$ cat src/rtl/alu_exec_if.sv
// Request/response bundle between EX-stage issue logic and alu_exec_unit.
interface alu_exec_if #(
   parameter int unsigned XLEN = 32
);
   logic            flush;
   logic            in_valid;
   logic            in_ready;
   logic [9:0]      funct;
   logic [1:0]      alu_op;
   logic [XLEN-1:0] op_a;
   logic [XLEN-1:0] op_b;
   logic            out_valid;
   logic            out_ready;
   logic [XLEN-1:0] result;
   logic [2:0]      ctrl;
   logic            illegal;

   modport master (
      output flush, in_valid, funct, alu_op, op_a, op_b, out_ready,
      input  in_ready, out_valid, result, ctrl, illegal
   );

   modport slave (
      input  flush, in_valid, funct, alu_op, op_a, op_b, out_ready,
      output in_ready, out_valid, result, ctrl, illegal
   );
endinterface

$ cat src/rtl/alu_exec_unit.sv
// EX-stage execution unit: decodes funct/alu_op, executes single-cycle ALU ops and an
// iterative multiplier, and holds a registered result behind a valid/ready handshake.
module alu_exec_unit #(
   parameter int unsigned XLEN       = 32,
   parameter int unsigned MUL_UNROLL = 4
) (
   input logic       clk,
   input logic       rst,
   alu_exec_if.slave bus
);
   localparam int unsigned Steps = XLEN / MUL_UNROLL;
   localparam int unsigned ShW   = $clog2(XLEN);
   localparam int unsigned CntW  = $clog2(Steps + 1);

   typedef enum logic [2:0] {
      CtrlIll = 3'd0,
      CtrlAdd = 3'd1,
      CtrlSub = 3'd2,
      CtrlMul = 3'd3,
      CtrlAnd = 3'd4,
      CtrlXor = 3'd5,
      CtrlSll = 3'd6,
      CtrlSra = 3'd7
   } ctrl_e;

   typedef enum logic [1:0] {StIdle, StMul, StDone} state_e;

   state_e          state_q, state_d;
   logic [XLEN-1:0] result_q, result_d;
   logic [XLEN-1:0] acc_q, acc_d;
   logic [XLEN-1:0] mcand_q, mcand_d;
   logic [XLEN-1:0] mplier_q, mplier_d;
   logic [CntW-1:0] cnt_q, cnt_d;
   logic [2:0]      ctrl_q, ctrl_d;
   logic            illegal_q, illegal_d;

   ctrl_e           dec_ctrl;
   logic [6:0]      funct7;
   logic [2:0]      funct3;
   logic [ShW-1:0]  shamt;
   logic [XLEN-1:0] alu_res;
   logic [XLEN-1:0] partial;
   logic            in_ready;
   logic            accept;

   assign funct7 = bus.funct[9:3];
   assign funct3 = bus.funct[2:0];
   assign shamt  = bus.op_b[ShW-1:0];

   always_comb begin
      dec_ctrl = CtrlIll;
      case (bus.alu_op)
         2'b00: begin
            if (funct7 == 7'b0000000) begin
               case (funct3)
                  3'b000:  dec_ctrl = CtrlAdd;
                  3'b001:  dec_ctrl = CtrlSll;
                  3'b100:  dec_ctrl = CtrlXor;
                  3'b111:  dec_ctrl = CtrlAnd;
                  default: dec_ctrl = CtrlIll;
               endcase
            end else if (funct3 == 3'b000 && funct7 == 7'b0100000) begin
               dec_ctrl = CtrlSub;
            end else if (funct3 == 3'b000 && funct7 == 7'b0000001) begin
               dec_ctrl = CtrlMul;
            end
         end
         2'b10: begin
            case (funct3)
               3'b000, 3'b010: dec_ctrl = CtrlAdd;
               3'b101:         dec_ctrl = CtrlSra;
               default:        dec_ctrl = CtrlIll;
            endcase
         end
         default: dec_ctrl = CtrlIll;
      endcase
   end

   // Illegal encodings fall through to zero so no stale value is ever presented.
   always_comb begin
      alu_res = '0;
      case (dec_ctrl)
         CtrlAdd: alu_res = bus.op_a + bus.op_b;
         CtrlSub: alu_res = bus.op_a - bus.op_b;
         CtrlAnd: alu_res = bus.op_a & bus.op_b;
         CtrlXor: alu_res = bus.op_a ^ bus.op_b;
         CtrlSll: alu_res = bus.op_a << shamt;
         CtrlSra: alu_res = XLEN'($signed(bus.op_a) >>> shamt);
         default: alu_res = '0;
      endcase
   end

   // mcand_q carries op_a<<k and mplier_q carries op_b>>k for the current step k.
   assign partial = mcand_q * XLEN'(mplier_q[MUL_UNROLL-1:0]);

   assign in_ready = (state_q == StIdle) ||
                     (state_q == StDone && bus.out_ready && !bus.flush);
   assign accept   = bus.in_valid && in_ready && !bus.flush;

   always_comb begin
      state_d   = state_q;
      result_d  = result_q;
      ctrl_d    = ctrl_q;
      illegal_d = illegal_q;
      acc_d     = acc_q;
      cnt_d     = cnt_q;
      mcand_d   = mcand_q;
      mplier_d  = mplier_q;
      if (bus.flush) begin
         state_d = StIdle;
         acc_d   = '0;
         cnt_d   = '0;
      end else begin
         case (state_q)
            StMul: begin
               acc_d    = acc_q + partial;
               mcand_d  = mcand_q << MUL_UNROLL;
               mplier_d = mplier_q >> MUL_UNROLL;
               cnt_d    = cnt_q - CntW'(1);
               if (cnt_q == CntW'(1)) begin
                  state_d  = StDone;
                  result_d = acc_q + partial;
               end
            end
            StDone: begin
               if (bus.out_ready) state_d = StIdle;
            end
            default: ;
         endcase
         if (accept) begin
            ctrl_d    = dec_ctrl;
            illegal_d = (dec_ctrl == CtrlIll);
            if (dec_ctrl == CtrlMul) begin
               state_d  = StMul;
               acc_d    = '0;
               cnt_d    = CntW'(Steps);
               mcand_d  = bus.op_a;
               mplier_d = bus.op_b;
            end else begin
               state_d  = StDone;
               result_d = alu_res;
            end
         end
      end
   end

   always_ff @(posedge clk or posedge rst) begin
      if (rst) begin
         state_q   <= StIdle;
         result_q  <= '0;
         ctrl_q    <= '0;
         illegal_q <= 1'b0;
         acc_q     <= '0;
         cnt_q     <= '0;
         mcand_q   <= '0;
         mplier_q  <= '0;
      end else begin
         state_q   <= state_d;
         result_q  <= result_d;
         ctrl_q    <= ctrl_d;
         illegal_q <= illegal_d;
         acc_q     <= acc_d;
         cnt_q     <= cnt_d;
         mcand_q   <= mcand_d;
         mplier_q  <= mplier_d;
      end
   end

   assign bus.in_ready  = in_ready;
   assign bus.out_valid = (state_q == StDone);
   assign bus.result    = result_q;
   assign bus.ctrl      = ctrl_q;
   assign bus.illegal   = illegal_q;
endmodule

$ cat src/flat_wrapper.sv
// flat-port wrapper written by rule: the top's interface ports become plain ports
module alu_exec_unit_flat 
#(
   parameter int unsigned XLEN       = 32,
   parameter int unsigned MUL_UNROLL = 4
)
  (clk, rst, bus_flush, bus_in_valid, bus_funct, bus_alu_op, bus_op_a, bus_op_b, bus_out_ready, bus_in_ready, bus_out_valid, bus_result, bus_ctrl, bus_illegal);
  alu_exec_if #(.XLEN(XLEN)) bus_i ();
  input logic clk;
  input logic rst;
  input wire logic [$bits(bus_i.flush)-1:0] bus_flush;
  input wire logic [$bits(bus_i.in_valid)-1:0] bus_in_valid;
  input wire logic [$bits(bus_i.funct)-1:0] bus_funct;
  input wire logic [$bits(bus_i.alu_op)-1:0] bus_alu_op;
  input wire logic [$bits(bus_i.op_a)-1:0] bus_op_a;
  input wire logic [$bits(bus_i.op_b)-1:0] bus_op_b;
  input wire logic [$bits(bus_i.out_ready)-1:0] bus_out_ready;
  output wire logic [$bits(bus_i.in_ready)-1:0] bus_in_ready;
  output wire logic [$bits(bus_i.out_valid)-1:0] bus_out_valid;
  output wire logic [$bits(bus_i.result)-1:0] bus_result;
  output wire logic [$bits(bus_i.ctrl)-1:0] bus_ctrl;
  output wire logic [$bits(bus_i.illegal)-1:0] bus_illegal;
  assign bus_i.flush = bus_flush;
  assign bus_i.in_valid = bus_in_valid;
  assign bus_i.funct = bus_funct;
  assign bus_i.alu_op = bus_alu_op;
  assign bus_i.op_a = bus_op_a;
  assign bus_i.op_b = bus_op_b;
  assign bus_i.out_ready = bus_out_ready;
  assign bus_in_ready = bus_i.in_ready;
  assign bus_out_valid = bus_i.out_valid;
  assign bus_result = bus_i.result;
  assign bus_ctrl = bus_i.ctrl;
  assign bus_illegal = bus_i.illegal;
  alu_exec_unit #(.XLEN(XLEN), .MUL_UNROLL(MUL_UNROLL)) u_core (.clk(clk), .rst(rst), .bus(bus_i));
endmodule
$ cat config.mk
export PLATFORM = sky130hd
export DESIGN_NAME = alu_exec_unit_flat
export DESIGN_NICKNAME = d
export VERILOG_FILES = /design/src/rtl/alu_exec_if.sv /design/src/rtl/alu_exec_unit.sv /design/src/flat_wrapper.sv
export SDC_FILE = /design/constraint.sdc
export NUM_CORES = 1
export LEC_CHECK = 0
export ABC_AREA = 1
export ABC_CLOCK_PERIOD_IN_PS = 8500
export CORE_MARGIN = 3
export CORE_UTILIZATION = 45
export CTS_BUF_LIST = sky130_fd_sc_hd__clkbuf_4 sky130_fd_sc_hd__clkbuf_8
export DETAILED_ROUTE_END_ITERATION = 16
export PLACE_DENSITY_LB_ADDON = 0.05
export SLEW_MARGIN = 20
export SYNTH_ARGS = -nofsm -noshare
export SYNTH_HDL_FRONTEND = slang
export SYNTH_SLANG_ARGS = --single-unit
$ cat constraint.sdc
create_clock -name clk -period 8.5 [get_ports clk]
set_clock_uncertainty 0.15 [all_clocks]
set_input_delay 2.125 -clock clk [delete_from_list [all_inputs] [get_ports clk]]
set_output_delay 2.125 -clock clk [all_outputs]
set_load 0.005 [all_outputs]
==> summary.txt, run 1 <==
Die
  – Core area: 42100 um2
  – Die Span Y: 213 um
  – Core Rows: 75
  – Io pins: 119
  – Die area: 45400 um2
  – Chip width: 213 um
  – Starting Density: 45.8%

Timing
  – Hold Vio Cnt, Final: 0
  – Final period util: 78.6%
  – RSZ-0062 raised after global routing: false
  – Normalized max-slew margin: 24.4%
  – Final Critical Period: 6680 ps
  – Worst-Margin Slew: 1130 ps
  – Final Max Tran Viols: 0
  – Fmax achieved: 150 MHz
  – Aggregate negative setup slack: 0 ps
  – Final setup viols: 0

Logic synthesis
  – Async set-reset flop share out of synthesis: 100%
  – Post-Synthesis Cells: 3024
  – Mux share of post-synthesis cell area: 2.23%
  – Post-synth EDFFs: 0
  – YS warnings: 0
  – Main combinational cell family by area after synthesis: simple AND/OR/NAND/NOR gates
  – Adder-Cell Fraction of Synth Area: 15.6%
  – Syn_nets: 3294
  – Synth cell types: 57
  – Synthesis-stage register bit count: 138
  – Synth Area in Compound Gates: 16.3%
  – Synthesized cell area: 19300 um2
  – Avg Cell Area, Syn: 6.38 um2
  – Synth Area in Simple Gates: 34.0%
  – Synth Flop Type: dfrtp_1
  – Register area share after synthesis: 17.9%
  – Post-Synth XOR/XNOR Area: 2.95%

Setup path
  – WP buf/inv: 1
  – Required time of the critical path: 8770 ps
  – Critical Path Slowest Stage Cell: clkdlybuf4s50_1
  – Crit-path leading delay family: simple AND/OR/NAND/NOR gates
  – Critical path's largest stage delay: 910 ps
  – CP dominant cell by count: nand2_1
  – CP Capture Type: flop
  – WS Path Type: in2reg
  – Critical-path maximum fanout: 15
  – Arr. time, crit path: 6950 ps
  – Worst Setup Start Kind: input port

Global route
  – Global-route usage over all layers: 35.7%
  – Number of global-route vias before repair: 19894
  – First-pass GRT wire length: 122 mm
  – GRT Residual Overflow: 0
  – Initial antenna violation count: 3
  – Pin count of the biggest net entering global routing: 78

Drt
  – Detailed Route Iter0 Violations: 2470
  – First drt pass iteration count: 6
  – Post-route ant nets: 0
  – Wire length per cell: 22.5 um
  – Vias per inst: 5.85
  – Routed vias: 21085
  – Final WL: 81.3 mm
  – DRC: 0

Pwr
  – Clock share of power: 20.2%
  – Peak supply drop: 65.1 uV
  – Sw frac: 46.2%
  – Internal cell power: 0.00137 W
  – Power density cells: 120 nW/um2
  – LEAKAGE: 10.9 nW
  – Combinational Power Share: 45.8%
  – Psw: 0.00117 W
  – Power Total: 0.00254 W
  – Flop pwr share: 34.0%

Place
  – Gpl congestion: 1.00
  – IO Port Bufs: 118
  – DPL Wire Length: 63.5 mm

Clock tree
  – CTS Sinks: 138
  – # Post-CTS Setup Buffers: 0
  – Clock Path Buffers: 2
  – Num CTS Buffers: 17
  – Root Buffer: clkbuf_8
  – H-tree Lvls: 4
  – Post-cts hold buffer count: 0
  – CTS tree: yes
  – # resized after CTS: 0
  – Clock latency on the worst-skew pair: 490 ps
  – Clock slew at reported path FFs: 90 ps

Finish
  – Final Net Count: 3322
  – Share of layout cells above drive strength 1: 5.19%
  – Synthesis-to-finish area growth: 9.32%
  – Fin util: 50.0%

Run
  – Max-cap viol count: 0

Run status
  – Status: finished, final reports clean

Hold path
  – Worst min path class: reg2reg
[power by group through the flow]
stage,clock network (W),logic (W),registers (W)
6_report,0.000514,0.00116,0.000862
3_3_place_gp,0,0.00112,0.000871
3_5_place_dp,0,0.00113,0.000873
4_1_cts,0.000522,0.00114,0.000861
5_1_grt,0.000550,0.00129,0.000869
2_1_floorplan,0,0.000768,0.000807
[cell usage after synthesis, types with 11 or more instances]
cell	count	share of area [%]
buf_1	11	0.21
nand3_1	217	5.6
nand3b_1	17	0.66
nand2_1	909	18
o221ai_2	27	2.1
nand4_1	33	1.1
o311ai_0	14	0.64
o21a_1	13	0.51
mux2i_1	43	2.2
clkbuf_1	78	1.5
xor2_1	56	2.5
fa_1	87	9.0
nor2_1	301	5.9
a21oi_1	141	3.7
dfrtp_1	138	18
inv_1	383	7.5
o21ai_0	189	4.9
nor3_1	21	0.54
or2_2	32	1.0
o211ai_1	49	1.9
ha_1	102	6.6
buf_2	30	0.78
[final cells by class]
| cell class | instances | area [um2] |
|---|---|---|
| fillers | 4420 | 21100 |
| multi-input cells | 2357 | 13700 |
| flip-flops and latches | 138 | 3450 |
| inverters | 393 | 1480 |
| repair buffers | 145 | 1380 |
| well taps | 539 | 674 |
| clock buffers | 19 | 255 |
| clock inverters | 13 | 95.1 |
| diodes | 2 | 5.00 |
[layer usage]
| metal | vias up | global-route usage (%) | wire (um) |
|---|---|---|---|
| met2 | 1032 | 55.4 | 36000 |
| met1 | 10025 | 49.3 | 34300 |
| met3 | 158 | 4.47 | 6710 |
| met5 | - | 0 | 23 |
| met4 | 4 | 17.5 | 4270 |
| li1 | 9866 | - | - |
[path summary, 6_finish.rpt]
check / start / to / slack [ps] / cells past startpoint
worst min register to register: u_core.bus.ctrl[0] / u_core.bus.ctrl[0] / 340 / 2
max in group asynchronous: rst / u_core.mplier_q[2] / 4800 / 3
worst min-delay path: u_core.bus.ctrl[0] / u_core.bus.ctrl[0] / 340 / 2
worst max register to register: u_core.mplier_q[2] / u_core.bus.result[30] / 3310 / 16
worst max-delay path: bus_op_b[2] / u_core.bus.result[30] / 1820 / 25
min in group asynchronous: rst / u_core.acc_q[5] / 1980 / 2
[kinds of logic (layout without fill, tap and decap cells)]
group,count (synthesis),in the layout
AOI/OAI and AO/OA,498,498
xor gates and xnor gates,65,65
muxes,43,43
buffers and inverters,529,570
and+or+nand+nor,1562,1562
adders and majority gates,189,189
other,0,2
DFF,138,138
[through the flow]
stage          area (um2)  setup slack [ps]  cells  hold WS [ps]
6_report            21100              1820   3606           343
2_1_floorplan       19300              2530   3024           321
3_3_place_gp        20700              1470   3571           321
5_1_grt             21100              1480   3605           381
4_1_cts             21100              1980   3603           347
3_5_place_dp        20700              1420   3571           323
[layout by cell type, fill, tap and decap left out, types with 87 or more instances in the layout]
| master | count |
|---|---|
| clkdlybuf4s50_1 | 115 |
| nor2_1 | 299 |
| fa_1 | 87 |
| nand3_1 | 217 |
| dfrtp_1 | 137 |
| ha_1 | 102 |
| o21ai_0 | 189 |
| nand2_1 | 909 |
| inv_1 | 380 |
| a21oi_1 | 141 |
[flip-flops by register name, summed over array words and instances, names as in the netlist]
name / count
u_core.acc_q: 32
u_core.bus.ctrl: 3
u_core.bus.illegal: 1
u_core.bus.result: 32
u_core.cnt_q: 4
u_core.mcand_q: 32
u_core.mplier_q: 32
u_core.state_q: 2
[worst register-to-register path, stage by stage, from the launching register on]
cell and delay, ps:
dfrtp_2 780, nand2_1 160, fa_1 560, fa_1 430, fa_1 490, inv_1 50, ha_1 340, a21oi_1 220
nand2_1 130, a21boi_0 530, o21ai_0 430, nand2_1 150, nand2_1 110, xor2_1 180, nor2_1 200, nor2_1 70
a21oi_1 130
(Power assumes the default switching activity.)
==> run 2: changes to the inputs <==
- ABC_CLOCK_PERIOD_IN_PS: 8500 -> 6600
- clock period: 8.5 -> 6.6 ns (I/O delays scaled with it)
==> run 2 against run 1 <==
  * Hold slack worse by 1.7 ps
  * Via count up 0.74%
  * Worst setup slack worse by 1100 ps
  * Count of clock-buffer cells in the layout increased by 1
  * Core utilization is 0.29 points higher
  * Largest power group unchanged
  * Sequential share of layout area fell by 0.094 points
  * Final cell count up 0.39%
  * Non-clock buffer count rose by 17
  * First-iteration DRC count increased by 0.53%
  * Combinational power rose by 32%
  * Sequential cell count unchanged
==> summary.txt, run 2 (synthesized netlist as in run 1, its figures left out) <==
Run status
  – Status: finished, final reports clean

Finish
  – Share of layout cells above drive strength 1: 5.65% (+0.46 points)
  – # diodes: 0 (-2)
  – Commonest non-fill, non-tap cell in the layout: nand2_1
  – Most frequent cells in the layout: 909 x nand2_1, 380 x inv_1, 300 x nor2_1, 217 x nand3_1, 189 x o21ai_0
  – Final Net Count: 3339 (+0.51%)
  – Synthesis-to-finish area growth: 9.95%
  – Fill cell count: 4358 (-1.4%)
  – Design area: 21200 um2 (+0.58%)
  – Layout Cells excl Fill: 3620 (+0.39%)

Timing
  – Fmax achieved: 171 MHz
  – Worst-Margin Slew: 1090 ps (-47.1 ps)
  – Aggregate negative setup slack: 0 ps (unchanged)
  – Final period util: 88.4%
  – Final Max Tran Viols: 0 (unchanged)
  – Hold Vio Cnt, Final: 0 (unchanged)
  – Normalized max-slew margin: 27.4% (+3.1 points)
  – Final setup margin: 768 ps (-1050 ps)
  – Final setup viols: 0 (unchanged)
  – Final Critical Period: 5830 ps
  – RSZ-0062 raised after global routing: false

Global route
  – Number of global-route vias before repair: 20322 (+2.2%)
  – First-pass GRT wire length: 124 mm (+1.8%)
  – Pin count of the biggest net entering global routing: 78 (unchanged)
  – Global-route usage over all layers: 36.5% (+0.82 points)
  – Initial antenna violation count: 0 (-3)
  – GRT Residual Overflow: 0 (unchanged)

Setup path
  – Worst Setup Start Kind: input port
  – CP Capture Type: flop
  – WS Path Type: in2reg
  – Required time of the critical path: 6870 ps (-1900 ps)
  – Critical Path Start: bus_funct[4]
  – Critical-path maximum fanout: 8 (-7)
  – Reg-to-Reg Start: u_core.mplier_q[1]
  – R2R Setup Slk: 1480 ps (-1830 ps)
  – Arr. time, crit path: 6100 ps (-850 ps)

Die
  – Chip width: 213 um (unchanged)
  – Starting Density: 45.8% (unchanged)
  – Core area: 42100 um2 (unchanged)
  – Die area: 45400 um2 (unchanged)
  – Io pins: 119 (unchanged)
  – Die Span Y: 213 um (unchanged)
  – Core Rows: 75 (unchanged)

Drt
  – First drt pass iteration count: 6 (unchanged)
  – DRC: 0 (unchanged)
  – Wire length per cell: 23.0 um (+1.9%)
  – Routed vias: 21240 (+0.74%)
  – Post-route ant nets: 0 (unchanged)
  – Detailed Route Iter0 Violations: 2483 (+0.53%)
  – Vias per inst: 5.87 (+0.35%)
  – Final WL: 83.2 mm (+2.3%)

Pwr
  – Clock share of power: 20.7% (+0.5 points)
  – Power density cells: 156 nW/um2 (+30%)
  – LEAKAGE: 11.0 nW (+0.70%)
  – Psw: 0.00151 W (+29%)
  – Flop pwr share: 33.2% (-0.8 points)
  – Combinational Power Share: 46.1% (+0.3 points)
  – Power Total: 0.00331 W (+31%)
  – Peak supply drop: 105 uV (+62%)
  – Sw frac: 45.5% (-0.69 points)
  – Internal cell power: 0.00181 W (+32%)

Clock tree
  – CTS Sinks: 138 (unchanged)
  – Root Buffer: clkbuf_8
  – Clock slew at reported path FFs: 80 ps (about the same)
  – Clock Path Buffers: 2 (unchanged)
  – # resized after CTS: 0 (unchanged)
  – Clock latency on the worst-skew pair: 500 ps (about the same)
  – CTS tree: yes
  – Num CTS Buffers: 17 (unchanged)
  – Post-cts hold buffer count: 0 (unchanged)
  – # Post-CTS Setup Buffers: 0 (unchanged)
  – H-tree Lvls: 4 (unchanged)

Run
  – Max-cap viol count: 0 (unchanged)

Hold path
  – Worst min path class: reg2reg
  – Hold Startpoint: u_core.bus.ctrl[1]

Place
  – DPL Wire Length: 64.7 mm (+2.0%)
  – IO Port Bufs: 118 (unchanged)
  – Gpl congestion: 0.990 (-0.95%)
  – Dpl ws: 342 ps (-1080 ps)
  – Placed cells: 3589 (+0.50%)
  – DP Area: 20800 um2 (+0.60%)
## run 2: changes by cell type in the layout (fill, tap and decap cells not counted), moves of 2 or more
cell,change
clkinvlp_4,+3
inv_6,-3
buf_4,+18
clkinv_4,-2
diode_2,-2
## run 2: metal layers
layer | vias to the layer above | GRT usage [%] | routed length, um
met3 | 188 | 6.99 | 7250
met5 | - | 0 | 0
met2 | 1048 | 56.9 | 36800
met1 | 10114 | 48.3 | 34400
li1 | 9890 | - | -
met4 | 0 | 18.9 | 4770
## run 2: final cells by class
cell class	instances	area [um2]	share of cell area (%)
repair buffers	162	1500	7.06
clock inverters	11	98.8	0.466
multi-input cells	2357	13700	64.7
flip-flops and latches	138	3450	16.3
inverters	393	1480	6.99
well taps	539	674	3.18
clock buffers	20	269	1.27
## run 2: worst paths after layout
check / depth (start not counted) / end
worst max-delay path: 25 / u_core.bus.result[30]
worst min-delay path: 2 / u_core.bus.ctrl[1]
worst max register to register: 20 / u_core.bus.result[25]
worst min register to register: 2 / u_core.bus.ctrl[1]
max in group asynchronous: 3 / u_core.mplier_q[1]
min in group asynchronous: 2 / u_core.acc_q[5]
## run 2: metrics by stage
stage | util, % | hold WS, ps
CTS | 50.3 | 341
finish | 50.3 | 341
global route | 50.3 | 364
detailed placement | 49.4 | 320
global placement | 49.4 | 321
floorplan | - | 321
## run 2: worst max-delay path, cell delays in order
cell,delay [ps]
clkdlybuf4s50_1,440
nor2_1,200
nand2_2,130
nor2_8,160
nand2_1,70
nand2_1,90
nor2_2,60
nor2_4,210
nand3_2,110
inv_1,240
or2_2,170
xor2_1,60
ha_1,340
nand2_1,80
nand2_1,60
o21ai_0,150
o21ai_0,540
nand3_1,130
nand2_1,160
nand3b_1,220
nand3_1,130
nand3_1,190
nand3b_1,230
nand2_1,100
a21oi_1,140
## run 2: power by group through the flow
stage | clock network, W | logic, W | registers (W)
after floorplan | 0 | 0.000989 | 0.00104
after global placement | 0 | 0.00147 | 0.00111
after detailed placement | 0 | 0.00149 | 0.00111
after CTS | 0.000693 | 0.00150 | 0.00109
after global routing | 0.000725 | 0.00170 | 0.00111
final | 0.000685 | 0.00153 | 0.00110
